$ cat src/rtl/if_id_stage.sv
// Fetch-to-decode stage: two-entry skid buffer (MAIN drives the outputs, SKID absorbs
// one extra word under back-pressure) with opcode pre-decode done on the write path.
module if_id_stage #(
  parameter logic [31:0] NOP_INSTR = 32'h00000013,
  parameter logic [2:0]  R_FORMAT  = 3'b000,
  parameter logic [2:0]  I_FORMAT  = 3'b001,
  parameter logic [2:0]  S_FORMAT  = 3'b010,
  parameter logic [2:0]  U_FORMAT  = 3'b011,
  parameter logic [2:0]  SB_FORMAT = 3'b100,
  parameter logic [2:0]  UJ_FORMAT = 3'b101
) (
  input  logic        CLK,
  input  logic        RST_N,
  input  logic [31:0] INSTR_IN,
  input  logic [31:0] PC_IN,
  input  logic        IN_VALID,
  output logic        IN_READY,
  input  logic        FLUSH,
  input  logic        OUT_READY,
  output logic        OUT_VALID,
  output logic [31:0] INSTR_OUT,
  output logic [31:0] PC_OUT,
  output logic [24:0] IMM_INPUT,
  output logic [2:0]  IMM_FORMAT,
  output logic [4:0]  RS1_ADDR,
  output logic [4:0]  RS2_ADDR,
  output logic [4:0]  RD_ADDR,
  output logic        ILLEGAL
);

  typedef enum logic [1:0] {S_EMPTY, S_ONE, S_TWO} state_t;

  state_t      r_state;
  logic        r_in_ready;
  logic [31:0] r_main_instr, r_main_pc, r_skid_instr, r_skid_pc;
  logic [2:0]  r_main_fmt, r_skid_fmt;
  logic        r_main_ill, r_skid_ill;

  logic        w_acc, w_pop;
  logic [3:0]  w_in_dec;

  // Returns {illegal, format}; a bad low-bit pair or unknown opcode decodes as illegal R.
  function automatic logic [3:0] predecode(input logic [6:0] op);
    logic [3:0] d;
    d = {1'b0, R_FORMAT};
    case (op)
      7'b0110011:                                     d = {1'b0, R_FORMAT};
      7'b0010011, 7'b0000011, 7'b1100111,
      7'b1110011, 7'b0001111:                         d = {1'b0, I_FORMAT};
      7'b0100011:                                     d = {1'b0, S_FORMAT};
      7'b0110111, 7'b0010111:                         d = {1'b0, U_FORMAT};
      7'b1100011:                                     d = {1'b0, SB_FORMAT};
      7'b1101111:                                     d = {1'b0, UJ_FORMAT};
      default:                                        d = {1'b1, R_FORMAT};
    endcase
    return d;
  endfunction

  assign w_in_dec  = predecode(INSTR_IN[6:0]);
  assign w_acc     = IN_VALID & r_in_ready;
  assign w_pop     = OUT_VALID & OUT_READY;

  assign OUT_VALID  = (r_state != S_EMPTY);
  assign IN_READY   = r_in_ready;
  assign INSTR_OUT  = r_main_instr;
  assign PC_OUT     = r_main_pc;
  assign IMM_INPUT  = r_main_instr[31:7];
  assign IMM_FORMAT = r_main_fmt;
  assign RS1_ADDR   = r_main_instr[19:15];
  assign RS2_ADDR   = r_main_instr[24:20];
  assign RD_ADDR    = r_main_instr[11:7];
  assign ILLEGAL    = r_main_ill;

  // MAIN is reloaded with the NOP image whenever the buffer empties, so outputs need no mux.
  always_ff @(posedge CLK or negedge RST_N) begin
    if (!RST_N) begin
      r_state      <= S_EMPTY;
      r_in_ready   <= 1'b1;
      r_main_instr <= NOP_INSTR;
      r_main_pc    <= '0;
      r_main_fmt   <= I_FORMAT;
      r_main_ill   <= 1'b0;
      r_skid_instr <= NOP_INSTR;
      r_skid_pc    <= '0;
      r_skid_fmt   <= I_FORMAT;
      r_skid_ill   <= 1'b0;
    end else if (FLUSH) begin
      r_state      <= S_EMPTY;
      r_in_ready   <= 1'b1;
      r_main_instr <= NOP_INSTR;
      r_main_pc    <= '0;
      r_main_fmt   <= I_FORMAT;
      r_main_ill   <= 1'b0;
    end else begin
      case (r_state)
        S_EMPTY: begin
          if (w_acc) begin
            r_state      <= S_ONE;
            r_main_instr <= INSTR_IN;
            r_main_pc    <= PC_IN;
            r_main_fmt   <= w_in_dec[2:0];
            r_main_ill   <= w_in_dec[3];
          end
        end
        S_ONE: begin
          if (w_acc && w_pop) begin
            r_main_instr <= INSTR_IN;
            r_main_pc    <= PC_IN;
            r_main_fmt   <= w_in_dec[2:0];
            r_main_ill   <= w_in_dec[3];
          end else if (w_acc) begin
            r_state      <= S_TWO;
            r_in_ready   <= 1'b0;
            r_skid_instr <= INSTR_IN;
            r_skid_pc    <= PC_IN;
            r_skid_fmt   <= w_in_dec[2:0];
            r_skid_ill   <= w_in_dec[3];
          end else if (w_pop) begin
            r_state      <= S_EMPTY;
            r_main_instr <= NOP_INSTR;
            r_main_pc    <= '0;
            r_main_fmt   <= I_FORMAT;
            r_main_ill   <= 1'b0;
          end
        end
        S_TWO: begin
          if (w_pop) begin
            r_state      <= S_ONE;
            r_in_ready   <= 1'b1;
            r_main_instr <= r_skid_instr;
            r_main_pc    <= r_skid_pc;
            r_main_fmt   <= r_skid_fmt;
            r_main_ill   <= r_skid_ill;
          end
        end
        default: begin
          r_state    <= S_EMPTY;
          r_in_ready <= 1'b1;
        end
      endcase
    end
  end

endmodule

$ cat config.mk
export PLATFORM = sky130hd
export DESIGN_NAME = if_id_stage
export DESIGN_NICKNAME = d
export VERILOG_FILES = /design/src/rtl/if_id_stage.sv
export SDC_FILE = /design/constraint.sdc
export NUM_CORES = 1
export LEC_CHECK = 0
export ABC_AREA = 1
export CELL_PAD_IN_SITES_DETAIL_PLACEMENT = 0
export CELL_PAD_IN_SITES_GLOBAL_PLACEMENT = 2
export CORE_ASPECT_RATIO = 1.1
export CORE_MARGIN = 1.5
export CORE_UTILIZATION = 31
export CTS_CLUSTER_SIZE = 40
export DETAILED_ROUTE_END_ITERATION = 8
export PLACE_DENSITY = 0.95
export SLEW_MARGIN = 15
export SYNTH_ARGS = -nofsm -noshare
export SYNTH_HDL_FRONTEND = slang
export SYNTH_SLANG_ARGS = --single-unit
$ cat constraint.sdc
create_clock -name CLK -period 4.8 [get_ports CLK]
set_clock_uncertainty 0.1 [all_clocks]
set_input_delay 0.48 -clock CLK [delete_from_list [all_inputs] [get_ports CLK]]
set_output_delay 0.48 -clock CLK [all_outputs]
set_load 0.03 [all_outputs]
After elaboration in Yosys (flattened, before gate mapping)
Index checks and enable logic that the tools add are counted.

Logic and storage cells: 86. Output and inout bits: 110. Register bits: 139. Input port bits: 69.

Equal/unequal tests: 21. Bitwise logic cells: 4. Mux-type cells: 41. Reductions and logical operators: 10.

Operators with widths (number): 32-bit 2-to-1 mux (12); 32-bit case mux with 3 select lines (2); 7-bit equality test, second input constant (4); 4-bit case mux with 6 select lines (1); 7-bit by 6-bit equality test with 1-bit output, second input constant (3); 3-bit 2-to-1 mux (6); 7-bit by 5-bit equality test with 1-bit output, second input constant (2); 2-bit 2-to-1 mux (6); 3-bit inequality test, second input constant (4); 4-bit inequality test, second input constant (3); 4-bit AND reduction (3); 1-bit 2-to-1 mux (10); 3-bit case mux with 3 select lines (1); 7-bit by 2-bit equality test with 1-bit output, second input constant (1); 7-bit by 4-bit equality test with 1-bit output, second input constant (1); 1-bit case mux with 3 select lines (2); 2-bit case mux with 3 select lines (1); 5-bit AND reduction (1); 5-bit OR reduction (1); 4-bit nonzero test (1); 1-bit bitwise AND (2); 2-bit by 1-bit equality test with 1-bit output, second input constant (1); 2-bit equality test, second input constant (1); 2-bit zero test (1); 5 further kinds (6).

Depth between registers and ports, before layout
Gate-level depths: netlist of run 1.

Word-level depth: 7. Mapped depth: 12. Mapped depth without buffers: 11.

Least setup slack after synthesis of run 1
OpenSTA, ideal clock, no wires.

Path type: register to register. Start point: register r_state[0]. End point: register r_main_pc[10], in the netlist PC_OUT[10]. Path buffers: 2. Period minus slack after synthesis: 1859 ps. Arrival time: 1685 ps. Setup time: 74 ps. Required time: 4626 ps. Setup slack: 2941 ps. Stages on the path, launching flop included: 12. Cell sequence: dfrtp_1 inv_1 ha_1 inv_2 nand2_1 nand2_2 nand4_2 inv_2 nand2_2 buf_6 buf_6 o21ai_2.

Longest elaborated chain between the ends: 6. Elaborated cells on any way between the ends: 15. Classes of those cells: eq/ne: 6; mux: 3; bitwise: 1; reduce/logical: 5.

RTL lines: start: declaration (RTL line 33) `state_t r_state;`; start signal: assignment (RTL line 77) `r_state <= S_EMPTY;`; start signal: assignment (RTL line 88) `r_state <= S_EMPTY;`; start signal: assignment (RTL line 98) `r_state <= S_ONE;`; 2-bit nonzero test (*) (RTL line 63) `assign OUT_VALID = (r_state != S_EMPTY);`; via OUT_VALID (RTL line 20) `output logic OUT_VALID,`; 1-bit bitwise AND (*) (RTL line 61) `assign w_pop = OUT_VALID & OUT_READY;`; 1-bit logical AND (RTL line 106) `if (w_acc && w_pop) begin`; 32-bit 2-to-1 mux (RTL line 106); 32-bit case mux with 3 select lines (RTL line 95) `case (r_state)`; 32-bit 2-to-1 mux (RTL line 87) `end else if (FLUSH) begin`; end signal: assignment (RTL line 131) `r_main_pc <= r_skid_pc;`; end: declaration (RTL line 35) `logic [31:0] r_main_instr, r_main_pc, r_skid_instr, r_skid_pc;`.

The timed path passes the listed nets; every way through them passes the cells marked *. A chain may end at the register's enable or synchronous reset.

Worst setup path after layout of run 1
Start point: register r_state[0]. End point: register r_main_pc[23], in the netlist PC_OUT[23].

Longest elaborated chain between the ends: 6. Elaborated cells on any way between the ends: 15. Classes of those cells: eq/ne: 6; mux: 3; bitwise: 1; reduce/logical: 5.

RTL lines (RTL line): 2-bit nonzero test (63); 1-bit bitwise AND (61); 1-bit logical AND (106); 32-bit 2-to-1 mux (106); 32-bit case mux with 3 select lines (95); 32-bit 2-to-1 mux (87).

Several ways; a longest one is shown, not always the timed one.

==> reports/results.tsv, run 1 <==
metric	value	unit
status	finished, final reports clean	
grtUsageTotal	0.1622	
io_buffer_count	178	
synth_common_cells	nand2_1 (285), dfrtp_1 (130), a22oi_1 (66)	
synth_area	0.006497	mm2
avgSynthCellArea	9.100	um2
startpoint_type	flip-flop	
die_y	154.8	um
antenna_left	0	
final_util	0.4239	
instances_no_fill	1107	
reg2reg_from	r_state[0]	
routed_wl	17.11	mm
final.setup.tns	0	ns
irDropWorstVdd	0.3191	mV
cts.repair.resized	0	
netlist.area_leader.share	0.5007	
grt_pass1_wl	27.77	mm
antenna_found_initial	1	
intPower	3.717	mW
rows	55	
placedCellCount	1074	
viasPerCell	4.724	
dieArea	0.02184	mm2
critPathRequiredTime	5.00	ns
min_period	2.631	ns
r2r_cells	10	
cts_tree	yes	
post-route-drc-count	0	
fin_nets	910	
synth_ff_type	dfrtp_1	
setup_viol	0	
tightest_slew	0.9866	ns
numCtsBuffers	17	
clk_latency	0.41	ns
max_slew_margin	0.3423	
r2r_end	PC_OUT[23]	
synth_cell_types	24	
p_clk_frac	0.194	
slew_viol_final	0	
final_area	0.008722	mm2
rsz0062_at_grt	false	
core_area	0.02058	mm2
place.gp.congestion	0.7675	
dp_slack	1.851	ns
dpl.hpwl	10.50	mm
drtPass1Iterations	5	
synth-async-reset-ratio	1.000	
synth_area_leader_cell	dfrtp_1	
comb_power_share	0.490	
fmax	0.3800	GHz
synth_most_common_cell	nand2_1	
hold_class	input port to asynchronous set/reset pin	
synthTopCellsByArea	dfrtp_1 (50%), nand2_1 (16%), a22oi_1 (7.6%), o21ai_2 (6.9%), buf_4 (4.6%)	
hold_buffers	0	
final.period_utilization	0.5482	
maxCapViolCount	0	
leakage	3.993	nW
synth.net_count	787	
vias	5230	
seq_power_share	0.316	
cts.sinks	139	
drive_gt1_frac	0.1306	
gr-total-overflow	0	
clk_path_buf_depth	2	
critPathKind	flip-flop to flip-flop	
rrSetupSlack	2.17	ns
synth-edff-count	0	
cp.arrival	2.83	ns
power.density	756.2	mW/mm2
fp.dieW	141.0	um
wire_per_inst	15.46	um
cts-htree-levels	4	
worst_slack	2.169	ns
n_fill_cell	2024	
clk_pin_slew_worst_paths	0.06	ns
swShare	0.4364	
yosysWarnings	0	
syn2layout_area_growth	34.24	%
drtIter0Drc	252	
grt_pass1_vias	5228	
endpoint_kind	flip-flop	
grt_max_degree	103	
yosysSeqAreaShare	0.5371	
switchingPower	2.878	mW
place_area	0.008143	mm2
io_pins	179	
postCtsSetupRepairBufs	0	
hold_viol_final	0	
ys_ff_latch	139	
critPathMaxFanout	55	
root_buffer	clkbuf_16	
start_util	0.3158	
syn_inst	714	
## through the flow
step / hold slack (ns) / power (mW)
detailed placement: 0.3587 / 5.381
global route: 0.1660 / 7.022
floorplan: 0.08441 / 4.298
finish: 0.09274 / 6.595
CTS: 0.1216 / 6.699
global placement: 0.3536 / 5.327
## how the worst max path moves through the flow
stage | endpoint | slack, ns | start
6_report | PC_OUT[23] | 2.17 | r_state[0]
3_3_place_gp | PC_OUT[24] | 1.88 | FLUSH
5_1_grt | PC_OUT[23] | 1.98 | r_state[0]
4_1_cts | INSTR_OUT[5] | 2.11 | r_state[0]
2_1_floorplan | PC_OUT[10] | 2.94 | r_state[0]
3_5_place_dp | PC_OUT[24] | 1.85 | FLUSH
## power by group through the flow
| stage | Combinational [mW] | Sequential [mW] | Clock (mW) |
|---|---|---|---|
| floorplan | 1.72 | 2.57 | 0 |
| detailed placement | 3.28 | 2.10 | 0 |
| global placement | 3.24 | 2.09 | 0 |
| finish | 3.23 | 2.08 | 1.28 |
| CTS | 3.28 | 2.09 | 1.33 |
| global route | 3.48 | 2.16 | 1.38 |
## state kept, by name, indices dropped and copies added, names as in the netlist
register and flops:
PC_OUT 32, r_state 2, r_skid_pc 32, INSTR_OUT 32
ILLEGAL 1, r_skid_instr 32, IN_READY 1, r_skid_fmt 3
r_skid_ill 1, IMM_FORMAT 3
## area by class of cell
cell class | instances | area, um2 | area share
clock inverters | 13 | 143.9 | 0.01650
well taps | 256 | 320.3 | 0.03672
inverters | 20 | 75.07 | 0.008607
repair buffers | 185 | 1836 | 0.2104
flip-flops and latches | 139 | 3490 | 0.4001
diodes | 1 | 2.502 | 0.0002869
clock buffers | 19 | 432.9 | 0.04963
multi-input cells | 474 | 2422 | 0.2777
## critical path, cell delays in order, from the launching register on
cell,delay [ns]
dfrtp_1,0.40
inv_1,0.12
ha_1,0.20
inv_2,0.07
nand2_1,0.12
nand3_1,0.15
nand4_4,0.10
inv_2,0.07
nand2_4,0.69
buf_4,0.37
o21ai_2,0.08
## cells in the final DEF, fill, tap and decap left out, types with 3 or more instances in the layout
| cell type | Yosys | routed |
|---|---|---|
| nand3_1 | 11 | 11 |
| clkinv_4 | 0 | 3 |
| a21oi_1 | 4 | 4 |
| inv_2 | 6 | 7 |
| nor2_1 | 17 | 17 |
| inv_1 | 14 | 13 |
| o21ai_1 | 13 | 13 |
| buf_4 | 40 | 7 |
| clkinvlp_4 | 0 | 4 |
| o21ai_0 | 14 | 14 |
| dfrtp_1 | 130 | 130 |
| a22oi_1 | 66 | 66 |
| o21ai_2 | 51 | 50 |
| clkbuf_16 | 0 | 17 |
| clkdlybuf4s50_1 | 0 | 177 |
| ha_1 | 4 | 4 |
| dfstp_2 | 9 | 9 |
| nand2_1 | 285 | 285 |
## logic make-up (layout without fill, tap and decap cells)
kind of cell,count (synthesis),in the layout,synth area share
AOI/OAI and AO/OA,148,148,0.1689
adders and majority gates,4,4,0.007703
buffers and inverters,101,237,0.09339
DFF,139,139,0.5371
other,0,1,0
and+or+nand+nor,322,322,0.1930
## routing by layer
metal,global-route usage,vias up,share of wire
met4,0.06498,0,0.015
li1,-,2569,-
met1,0.2037,2503,0.44
met5,0,-,0
met3,0.02848,13,0.044
met2,0.2766,145,0.50
Note: power is estimated with default switching activity, not from simulation.
==> run 2, diff against run 1 <==
--- a/config.mk
+++ b/config.mk
@@ -10,10 +10,10 @@
 export CELL_PAD_IN_SITES_GLOBAL_PLACEMENT = 2
 export CORE_ASPECT_RATIO = 1.1
 export CORE_MARGIN = 1.5
-export CORE_UTILIZATION = 31
+export CORE_UTILIZATION = 29
 export CTS_CLUSTER_SIZE = 40
 export DETAILED_ROUTE_END_ITERATION = 8
-export PLACE_DENSITY = 0.95
+export PLACE_DENSITY = 0.92
 export SLEW_MARGIN = 15
 export SYNTH_ARGS = -nofsm -noshare
 export SYNTH_HDL_FRONTEND = slang
==> constraint.sdc (replaced) <==
create_clock -name CLK -period 2.75 [get_ports CLK]
set_clock_uncertainty 0.1 [all_clocks]
set_input_delay 0.275 -clock CLK [delete_from_list [all_inputs] [get_ports CLK]]
set_output_delay 0.275 -clock CLK [all_outputs]
set_load 0.03 [all_outputs]
==> run 2 against run 1 <==
- first-iteration DRC count fell by 22%
- critical endpoint is now OUT_VALID
- clock power up 80%
- combinational power is 79% higher
- clock-buffer cell count rose by 1
- critical path depth down 6
- sequential share of layout area shrank 0.85 points
- flip-flop and latch count unchanged
- non-clock buffer count up 4
==> reports/results.tsv, run 2 (synthesis results as in run 1) <==
metric	value	unit	change
mostFrequentLayoutCells	nand2_1 (285), clkdlybuf4s50_1 (177), dfrtp_1 (130)		unchanged
n_fill_cell	2200		was 2024
cts.repair.resized	0		unchanged
wire_per_inst	14.87	um	was 15.46 um
fp.dieW	145.7	um	was 141.0 um
status	finished, final reports clean		unchanged
grt_max_degree	65		was 103
max_slew_margin	0.5145		was 0.3423
critPathKind	flip-flop to output port		was flip-flop to flip-flop
multiInputGateArea	0.002422	mm2	unchanged
clk_path_buf_depth	2		unchanged
p_clk_frac	0.197		was 0.194
start_util	0.2948		was 0.3158
leakage	4.062	nW	was 3.993 nW
post-route-drc-count	0		unchanged
final.setup.tns	0	ns	unchanged
cp.arrival	1.87	ns	was 2.83 ns
grtUsageTotal	0.1524		was 0.1622
antenna_found_initial	2		was 1
critPathMaxFanout	5		was 55
cts.sinks	139		unchanged
io_pins	179		unchanged
power.density	1312	mW/mm2	was 756.2 mW/mm2
root_buffer	clkbuf_16		unchanged
numCtsBuffers	17		unchanged
setup_viol	0		unchanged
slew_viol_final	0		unchanged
drtIter0Drc	197		was 252
cts-htree-levels	4		unchanged
switchingPower	5.046	mW	was 2.878 mW
core_area	0.02204	mm2	was 0.02058 mm2
rsz0062_at_grt	false		unchanged
grt_pass1_wl	28.07	mm	was 27.77 mm
comb_power_share	0.493		was 0.490
final_util	0.4044		was 0.4239
fmax	0.4450	GHz	
maxCapViolCount	0		unchanged
die_y	160.0	um	was 154.8 um
drtPass1Iterations	5		unchanged
vias	5217		was 5230
gr-total-overflow	0		unchanged
seq_area	0.003490	mm2	unchanged
cts_tree	yes		unchanged
tightest_slew	0.7282	ns	was 0.9866 ns
intPower	6.644	mW	was 3.717 mW
clk_latency	0.41	ns	about the same
hold_viol_final	0		unchanged
clk_pin_slew_worst_paths	0.06	ns	about the same
drive_gt1_frac	0.1347		was 0.1306
rows	57		was 55
startpoint_type	flip-flop		unchanged
dpl.hpwl	10.54	mm	was 10.50 mm
swShare	0.4316		was 0.4364
irDropWorstVdd	0.6163	mV	was 0.3191 mV
dieArea	0.02331	mm2	was 0.02184 mm2
postCtsSetupRepairBufs	0		unchanged
viasPerCell	4.533		was 4.724
final.period_utilization	0.8171		
place.gp.congestion	0.7805		was 0.7675
hold_class	input port to asynchronous set/reset pin		unchanged
fin_nets	914		was 910
endpoint_kind	output port		was flip-flop
syn2layout_area_growth	37.15	%	was 34.24%
grt_pass1_vias	5161		was 5228
reg2reg_from	r_state[0]		unchanged
startpoint	r_state[0]		unchanged
routed_wl	17.11	mm	unchanged
io_buffer_count	178		unchanged
seq_power_share	0.309		was 0.316
antenna_left	0		unchanged
final_common_cell	nand2_1		unchanged
min_period	2.247	ns	
critPathRequiredTime	2.38	ns	was 5.00 ns
==> run 2: final timing paths <==
check	to	slack [ns]	cells past startpoint
max	OUT_VALID	0.50	4
min	PC_OUT[9]	0.28	2
max reg2reg	r_skid_pc[6]	0.57	10
min reg2reg	r_skid_pc[16]	0.37	2
max in group asynchronous	r_skid_pc[22]	1.45	3
min in group CLK	r_skid_pc[29]	0.32	3
==> run 2: area by class of cell <==
cell class,count,area share
inverters,20,0.008425
diodes,2,0.0005616
well taps,295,0.04142
repair buffers,189,0.2195
flip-flops and latches,139,0.3916
clock inverters,12,0.01545
clock buffers,20,0.05125
multi-input cells,474,0.2718
==> run 2: metrics by stage <==
stage               area (um2)  hold WS, ns  std cells  worst slack [ns]  total power [mW]
floorplan                 6497      -0.1206        714            0.8907             7.502
global placement          8302       0.1797       1116            0.5476             9.425
detailed placement        8302       0.1768       1116            0.5172             9.484
CTS                       8906       0.2973       1149            0.4667             11.86
global route              8906       0.3085       1149            0.3670             12.42
finish                    8911       0.2776       1151            0.5029             11.69
==> run 2: what timing repair did <==
item / in CTS / in global routing
endpoints found under the setup margin: 0 / 0
hold buffers: 1 / 0
hold endpoints to repair: 45 / 0
==> run 2: critical path, cell delays in order, from the launching register on <==
cell and delay [ns]:
dfrtp_1 0.37, inv_1 0.09, ha_1 0.23, inv_2 0.09, clkdlybuf4s50_1 0.67
==> run 2: metal layers <==
layer	global-route usage	up-vias	part of all wire
li1	-	2586	-
met1	0.1912	2463	0.46
met2	0.2539	148	0.48
met3	0.03686	20	0.046
met4	0.05751	0	0.020
met5	0	-	0
==> run 2: power by group through the flow <==
| stage | Clock (mW) | Sequential, mW | Combinational (mW) |
|---|---|---|---|
| 2_1_floorplan | 0 | 4.49 | 3.01 |
| 6_report | 2.31 | 3.61 | 5.77 |
| 5_1_grt | 2.47 | 3.75 | 6.20 |
| 4_1_cts | 2.39 | 3.62 | 5.85 |
| 3_3_place_gp | 0 | 3.63 | 5.80 |
| 3_5_place_dp | 0 | 3.65 | 5.84 |
